$ cat config.mk
export PLATFORM = sky130hd
export DESIGN_NAME = tone_gen_top_flat
export DESIGN_NICKNAME = d
export VERILOG_FILES = /design/src/rtl/tone_gen_top_if.sv /design/src/rtl/tone_gen_top.sv /design/src/flat_wrapper.sv
export SDC_FILE = /design/constraint.sdc
export NUM_CORES = 1
export LEC_CHECK = 0
export ABC_AREA = 1
export CORE_MARGIN = 2
export CORE_UTILIZATION = 55
export DETAILED_ROUTE_END_ITERATION = 10
export PLACE_DENSITY = 0.71
export SLEW_MARGIN = 40
export SYNTH_ARGS = -nofsm -noshare
export SYNTH_HDL_FRONTEND = slang
export SYNTH_SLANG_ARGS = --single-unit
$ cat constraint.sdc
create_clock -name CLK_125MHZ_FPGA -period 4.2 [get_ports CLK_125MHZ_FPGA]
set_input_delay 0.84 -clock CLK_125MHZ_FPGA [delete_from_list [all_inputs] [get_ports CLK_125MHZ_FPGA]]
set_output_delay 0.84 -clock CLK_125MHZ_FPGA [all_outputs]
set_load 0.01 [all_outputs]
$ cat src/rtl/tone_gen_top_if.sv
// Board-side signal bundle for the tone generator: push buttons and switches in,
// status LEDs and the amplifier PWM/enable lines out.
interface tone_gen_top_if;
    logic [3:0] BUTTONS;
    logic [1:0] SWITCHES;
    logic [5:0] LEDS;
    logic       aud_pwm;
    logic       aud_sd;

    // Board (or testbench) view: drives the user inputs, observes the outputs.
    modport master (
        output BUTTONS,
        output SWITCHES,
        input  LEDS,
        input  aud_pwm,
        input  aud_sd
    );

    // Tone generator view.
    modport slave (
        input  BUTTONS,
        input  SWITCHES,
        output LEDS,
        output aud_pwm,
        output aud_sd
    );
endinterface

$ cat src/rtl/tone_gen_top.sv
// Square-wave tone generator with PWM audio output.
// A button picks the tone half-period; a tone counter flips a phase bit every
// half-period; a free-running PWM frame counter latches a sample code from the
// phase at each frame start and drives aud_pwm high for `code` cycles per frame.
module tone_gen_top #(
    parameter int CLK_HZ      = 125_000_000,
    parameter int SAMPLE_CLKS = 2500,
    parameter int PWM_MID     = 1250,
    parameter int AMP_FULL    = 1000,
    parameter int AMP_HALF    = 500
) (
    input  logic          CLK_125MHZ_FPGA,
    input  logic          RESET_N,
    tone_gen_top_if.slave board
);

    // Half-period in clocks, rounded to nearest: round(CLK_HZ / (2 * f)).
    function automatic int half_period(input int freq_hz);
        return (CLK_HZ + freq_hz) / (2 * freq_hz);
    endfunction

    localparam logic [17:0] HP_262  = 18'(half_period(262));
    localparam logic [17:0] HP_330  = 18'(half_period(330));
    localparam logic [17:0] HP_392  = 18'(half_period(392));
    localparam logic [17:0] HP_523  = 18'(half_period(523));
    localparam logic [17:0] HP_440  = 18'(half_period(440));

    localparam logic [11:0] MID      = 12'(PWM_MID);
    localparam logic [11:0] AMP_F    = 12'(AMP_FULL);
    localparam logic [11:0] AMP_H    = 12'(AMP_HALF);
    localparam logic [11:0] PWM_LAST = 12'(SAMPLE_CLKS - 1);

    logic [3:0]  btn_s1, btn_s2;
    logic [1:0]  sw_s1, sw_s2;
    logic [3:0]  sel, sel_q;
    logic [17:0] hp;
    logic [17:0] tone_cnt;
    logic        phase;
    logic [11:0] pwm_cnt;
    logic [11:0] code, code_next, frame_code, amp;
    logic        aud_pwm_q, aud_sd_q, led_phase, led_mute;

    wire mute = sw_s2[0];
    wire half = sw_s2[1];

    // Two-flop synchronisers for the asynchronous buttons and switches.
    // NOTE: clocked state uses non-blocking (<=) so every flop samples pre-edge values.
    always_ff @(posedge CLK_125MHZ_FPGA) begin
        if (!RESET_N) begin
            btn_s1 <= '0;
            btn_s2 <= '0;
            sw_s1  <= '0;
            sw_s2  <= '0;
        end else begin
            btn_s1 <= board.BUTTONS;
            btn_s2 <= btn_s1;
            sw_s1  <= board.SWITCHES;
            sw_s2  <= sw_s1;
        end
    end

    // Priority tone select: lowest pressed button wins, none pressed gives 440 Hz.
    // NOTE: defaults assigned first so no path leaves sel/hp unassigned (no latch).
    always_comb begin
        sel = 4'b0000;
        hp  = HP_440;
        if (btn_s2[0]) begin
            sel = 4'b0001;
            hp  = HP_262;
        end else if (btn_s2[1]) begin
            sel = 4'b0010;
            hp  = HP_330;
        end else if (btn_s2[2]) begin
            sel = 4'b0100;
            hp  = HP_392;
        end else if (btn_s2[3]) begin
            sel = 4'b1000;
            hp  = HP_523;
        end
    end

    // Tone counter: restarts on a tone change (phase kept), else wraps at HP-1 and flips phase.
    always_ff @(posedge CLK_125MHZ_FPGA) begin
        if (!RESET_N) begin
            tone_cnt <= '0;
            phase    <= 1'b0;
            sel_q    <= '0;
        end else begin
            sel_q <= sel;
            if (sel != sel_q) begin
                tone_cnt <= '0;
            end else if (tone_cnt == hp - 18'd1) begin
                tone_cnt <= '0;
                phase    <= ~phase;
            end else begin
                tone_cnt <= tone_cnt + 18'd1;
            end
        end
    end

    // Sample code for the frame about to start; the current frame uses the latched one.
    always_comb begin
        amp        = half ? AMP_H : AMP_F;
        code_next  = phase ? (MID + amp) : (MID - amp);
        frame_code = (pwm_cnt == 12'd0) ? code_next : code;
    end

    // PWM frame counter (runs through mute) and per-frame code latch.
    always_ff @(posedge CLK_125MHZ_FPGA) begin
        if (!RESET_N) begin
            pwm_cnt <= '0;
            code    <= '0;
        end else begin
            pwm_cnt <= (pwm_cnt == PWM_LAST) ? 12'd0 : pwm_cnt + 12'd1;
            if (pwm_cnt == 12'd0) begin
                code <= code_next;
            end
        end
    end

    // Registered board outputs: PWM bit, amplifier enable and status LEDs.
    always_ff @(posedge CLK_125MHZ_FPGA) begin
        if (!RESET_N) begin
            aud_pwm_q <= 1'b0;
            aud_sd_q  <= 1'b0;
            led_phase <= 1'b0;
            led_mute  <= 1'b0;
        end else begin
            aud_pwm_q <= (pwm_cnt < frame_code) && !mute;
            aud_sd_q  <= !mute;
            led_phase <= phase;
            led_mute  <= mute;
        end
    end

    assign board.aud_pwm = aud_pwm_q;
    assign board.aud_sd  = aud_sd_q;
    assign board.LEDS    = {led_mute, led_phase, sel_q};

endmodule

$ cat src/flat_wrapper.sv
// flat-port wrapper written by rule: the top's interface ports become plain ports
module tone_gen_top_flat 
#(
    parameter int CLK_HZ      = 125_000_000,
    parameter int SAMPLE_CLKS = 2500,
    parameter int PWM_MID     = 1250,
    parameter int AMP_FULL    = 1000,
    parameter int AMP_HALF    = 500
)
  (CLK_125MHZ_FPGA, RESET_N, board_BUTTONS, board_SWITCHES, board_LEDS, board_aud_pwm, board_aud_sd);
  tone_gen_top_if board_i ();
  input  logic CLK_125MHZ_FPGA;
  input  logic RESET_N;
  input wire logic [$bits(board_i.BUTTONS)-1:0] board_BUTTONS;
  input wire logic [$bits(board_i.SWITCHES)-1:0] board_SWITCHES;
  output wire logic [$bits(board_i.LEDS)-1:0] board_LEDS;
  output wire logic [$bits(board_i.aud_pwm)-1:0] board_aud_pwm;
  output wire logic [$bits(board_i.aud_sd)-1:0] board_aud_sd;
  assign board_i.BUTTONS = board_BUTTONS;
  assign board_i.SWITCHES = board_SWITCHES;
  assign board_LEDS = board_i.LEDS;
  assign board_aud_pwm = board_i.aud_pwm;
  assign board_aud_sd = board_i.aud_sd;
  tone_gen_top #(.CLK_HZ(CLK_HZ), .SAMPLE_CLKS(SAMPLE_CLKS), .PWM_MID(PWM_MID), .AMP_FULL(AMP_FULL), .AMP_HALF(AMP_HALF)) u_core (.CLK_125MHZ_FPGA(CLK_125MHZ_FPGA), .RESET_N(RESET_N), .board(board_i));
endmodule
==> run_results.csv <==
group,metric,value,unit
layout,multi_input_area,1500,sq um
logic_synthesis,syn_area,3050,sq um
worst_setup_path,cp-start-kind,"register",
sta,finalSetupTns,0,ns
layout,final_cell_mix,"103 x nand2_1, 63 x dfxtp_1, 61 x inv_1, 61 x nor2_1, 21 x nand3_1",
routing,finalWirelength,6000,microns
clock_tree,clock_sinks,63,
worst_setup_path,cp_max_fo,9,
grt,antenna_found_initial,0,
logic_synthesis,ys_warn_count,0,
power,leakage,0.00158,uW
floorplan,num_rows,27,
routing,vias,2484,
layout,nets,466,
routing,wl_met2,2880,microns
clock_tree,cts_made_buffers,9,
logic_synthesis,ys_seq_elements,63,
hold_path,min_path_type,"reg -> reg",
sta,fin_crit_sh,0.588,
sta,worstMarginPinSlew,0.469,ns
floorplan,initial_core_util,0.560,
sta,finalCriticalPeriod,2.47,ns
clock_tree,ctsLongestPathBuffers,2,
floorplan,die_x,78.4,microns
sta,relSlewSlack,0.685,
layout,antennaDiodeCount,0,
routing,m1WireLength,2770,microns
worst_setup_path,critical_path_class,"reg -> reg",
logic_synthesis,syn_nets,446,
worst_setup_path,worst_ep_arrival_time,2.75,ns
layout,area_growth,15.0,%
power,vdd_drop_max,0.000273,V
logic_synthesis,yosysUniqueCellTypes,31,
clock_tree,cts_tree,"done",
logic_synthesis,yosysSeqAreaShare,0.414,
routing,route.detailed.drc,0,
clock_tree,root_buffer,"clkbuf_8",
clock_tree,cts-resized-gates,0,
routing,viasPerCell,4.80,
sta,report.final.hold_viol_count,0,
clock_tree,clock_latency,0.34,ns
grt,grt_max_degree,20,
routing,first_iter_violations,95,
place,routabilityCongestion,0.785,
routing,ant_nets,0,
layout,drive_gt1_frac,0.0874,
logic_synthesis,syn_avg_cell_area,7.24,sq um
layout,num-fill-cells,474,
hold_path,min_from,"u_core.btn_s1[0]",
place,io_buffer_count,15,
sta,fmax,405,MHz
worst_setup_path,r2r_start,"u_core.pwm_cnt[3]",
clock_tree,hold_buffers,0,
power,sw_frac_of_total,0.236,
grt,grt_pass1_wl,10200,microns
routing,wl_met3,194,microns
power,seqPwrFrac,0.448,
grt,overflow,0,
routing,dr.max_layer_used,"met4",
power,power_frac_clock,0.470,
routing,dr.pass1.iters,4,
sta,clock-skew-final,0.00925,ns
floorplan,die_y,78.4,microns
layout,seq_area,1260,sq um
clock_tree,cts_setup_buffers,0,
logic_synthesis,syn_inst,421,
power,switching_power,332,uW
place,place_hpwl,4300,microns
clock_tree,clk_pin_slew,0.07,ns
sta,rsz0062_at_grt,"false",
layout,mostFrequentLayoutCell,"nand2_1",
worst_setup_path,rrSetupSlack,1.73,ns
floorplan,ioPinCount,16,
power,p_per_area,401,nW/um^2
worst_setup_path,required,4.48,ns
routing,routedWlPerCell,11.6,microns
sta,fin_ws,1.73,ns
sta,slew_viol_final,0,
power,pwr-share-comb,0.082,
status,run_status,"finished, final reports clean",
grt,grt_pass1_vias,2279,
floorplan,core,5440,sq um
clock_tree,htree_levels,3,
power,power,1410,uW
grt,grtUsageTotal,0.213,
worst_setup_path,endpoint_kind,"register",
run,maxCapViolations,0,
sta,setup_viol,0,
floorplan,die-area,6150,sq um
worst_setup_path,cp-startpoint,"u_core.pwm_cnt[3]",
place,pre_cts_ws,1.64,ns
power,intPower,1070,uW
==> per-stage QoR <==
step                       util  std cells  cell area (sq um)  hold WS, ns
after floorplan               -        421               3050        0.390
after global placement    0.598        502               3250        0.392
after detailed placement  0.598        502               3250        0.398
after CTS                 0.645        518               3510        0.415
after global routing      0.645        518               3510        0.428
final                     0.645        518               3510        0.414
==> power by group through the flow <==
stage / combinational (uW) / clock (uW) / sequential [uW]
floorplan: 84.7 / 0 / 641
global placement: 110 / 0 / 643
CTS: 116 / 672 / 630
global route: 135 / 701 / 632
finish: 115 / 661 / 630
detailed placement: 114 / 0 / 643
==> cell families after synthesis <==
family                   share of synthesized area
XOR/XNOR                                    0.0489
adder cells (fa/ha/maj)                     0.0698
AO/OA/AOI/OAI                               0.0435
buffers and inverters                       0.0928
flip-flops                                   0.414
AND/OR/NAND/NOR                              0.325
multiplexers                               0.00657
==> Yosys cell counts <==
| cell type | number | area share |
|---|---|---|
| nand3_4 | 1 | 0.0057 |
| xnor2_1 | 3 | 0.0086 |
| nor3_1 | 11 | 0.018 |
| o21ai_0 | 6 | 0.0099 |
| nor2_4 | 1 | 0.0037 |
| ha_1 | 17 | 0.070 |
| inv_1 | 61 | 0.075 |
| o21a_1 | 1 | 0.0025 |
| buf_4 | 2 | 0.0049 |
| nor2_2 | 12 | 0.025 |
| nor4_1 | 1 | 0.0021 |
| clkinv_1 | 1 | 0.0012 |
| nand4_1 | 7 | 0.014 |
| buf_6 | 1 | 0.0037 |
| nor3b_1 | 1 | 0.0025 |
| nand3b_1 | 1 | 0.0025 |
| nand2_1 | 103 | 0.13 |
| xor2_1 | 14 | 0.040 |
| a31oi_1 | 1 | 0.0021 |
| nor2_1 | 61 | 0.075 |
| clkbuf_1 | 3 | 0.0037 |
| dfxtp_1 | 63 | 0.41 |
| inv_2 | 2 | 0.0025 |
| nand2_2 | 2 | 0.0041 |
| o2111ai_1 | 1 | 0.0029 |
| buf_2 | 1 | 0.0016 |
| mux2i_1 | 2 | 0.0066 |
| a21oi_1 | 16 | 0.026 |
| nand3_2 | 2 | 0.0066 |
| or2_2 | 2 | 0.0041 |
| nand3_1 | 21 | 0.034 |
==> final cells by class <==
cell class | count | area share
Timing Repair Buffer | 16 | 0.0450
Clock inverter | 6 | 0.0328
Tap cell | 72 | 0.0257
Sequential cell | 63 | 0.360
Clock buffer | 10 | 0.0393
Inverter | 64 | 0.0685
Multi-Input combinational cell | 287 | 0.429
==> flip-flops by register name (all words and copies together), names as in the netlist, 2 cells and up <==
register	count
u_core.sw_s1	2
u_core.btn_s1	4
u_core.tone_cnt	18
u_core.sw_s2	2
u_core.code	12
u_core.sel_q	4
u_core.pwm_cnt	12
u_core.btn_s2	4
==> layer usage <==
| metal | GRT usage | vias up |
|---|---|---|
| met3 | 0.0759 | 13 |
| met4 | 0.0930 | 0 |
| li1 | - | 1345 |
| met5 | 0 | - |
| met1 | 0.241 | 1085 |
| met2 | 0.362 | 41 |
==> path summary, 6_finish.rpt <==
check | end | depth (start not counted)
min | u_core.btn_s2[0] | 2
max | u_core.board.aud_pwm | 14
min reg2reg | u_core.btn_s2[0] | 2
max reg2reg | u_core.board.aud_pwm | 14
==> worst max-delay path: stages (launching register included) <==
cell and delay [ns]:
dfxtp_1 0.35, inv_1 0.11, nand2_1 0.08, nor3_1 0.28
nand2_1 0.32, inv_1 0.27, nand2_1 0.12, nand2_1 0.08
inv_1 0.06, ha_1 0.28, nand2_1 0.11, inv_1 0.05
nand4_1 0.08, o2111ai_1 0.10, a21oi_1 0.12
Note: power is estimated with default switching activity, not from simulation.
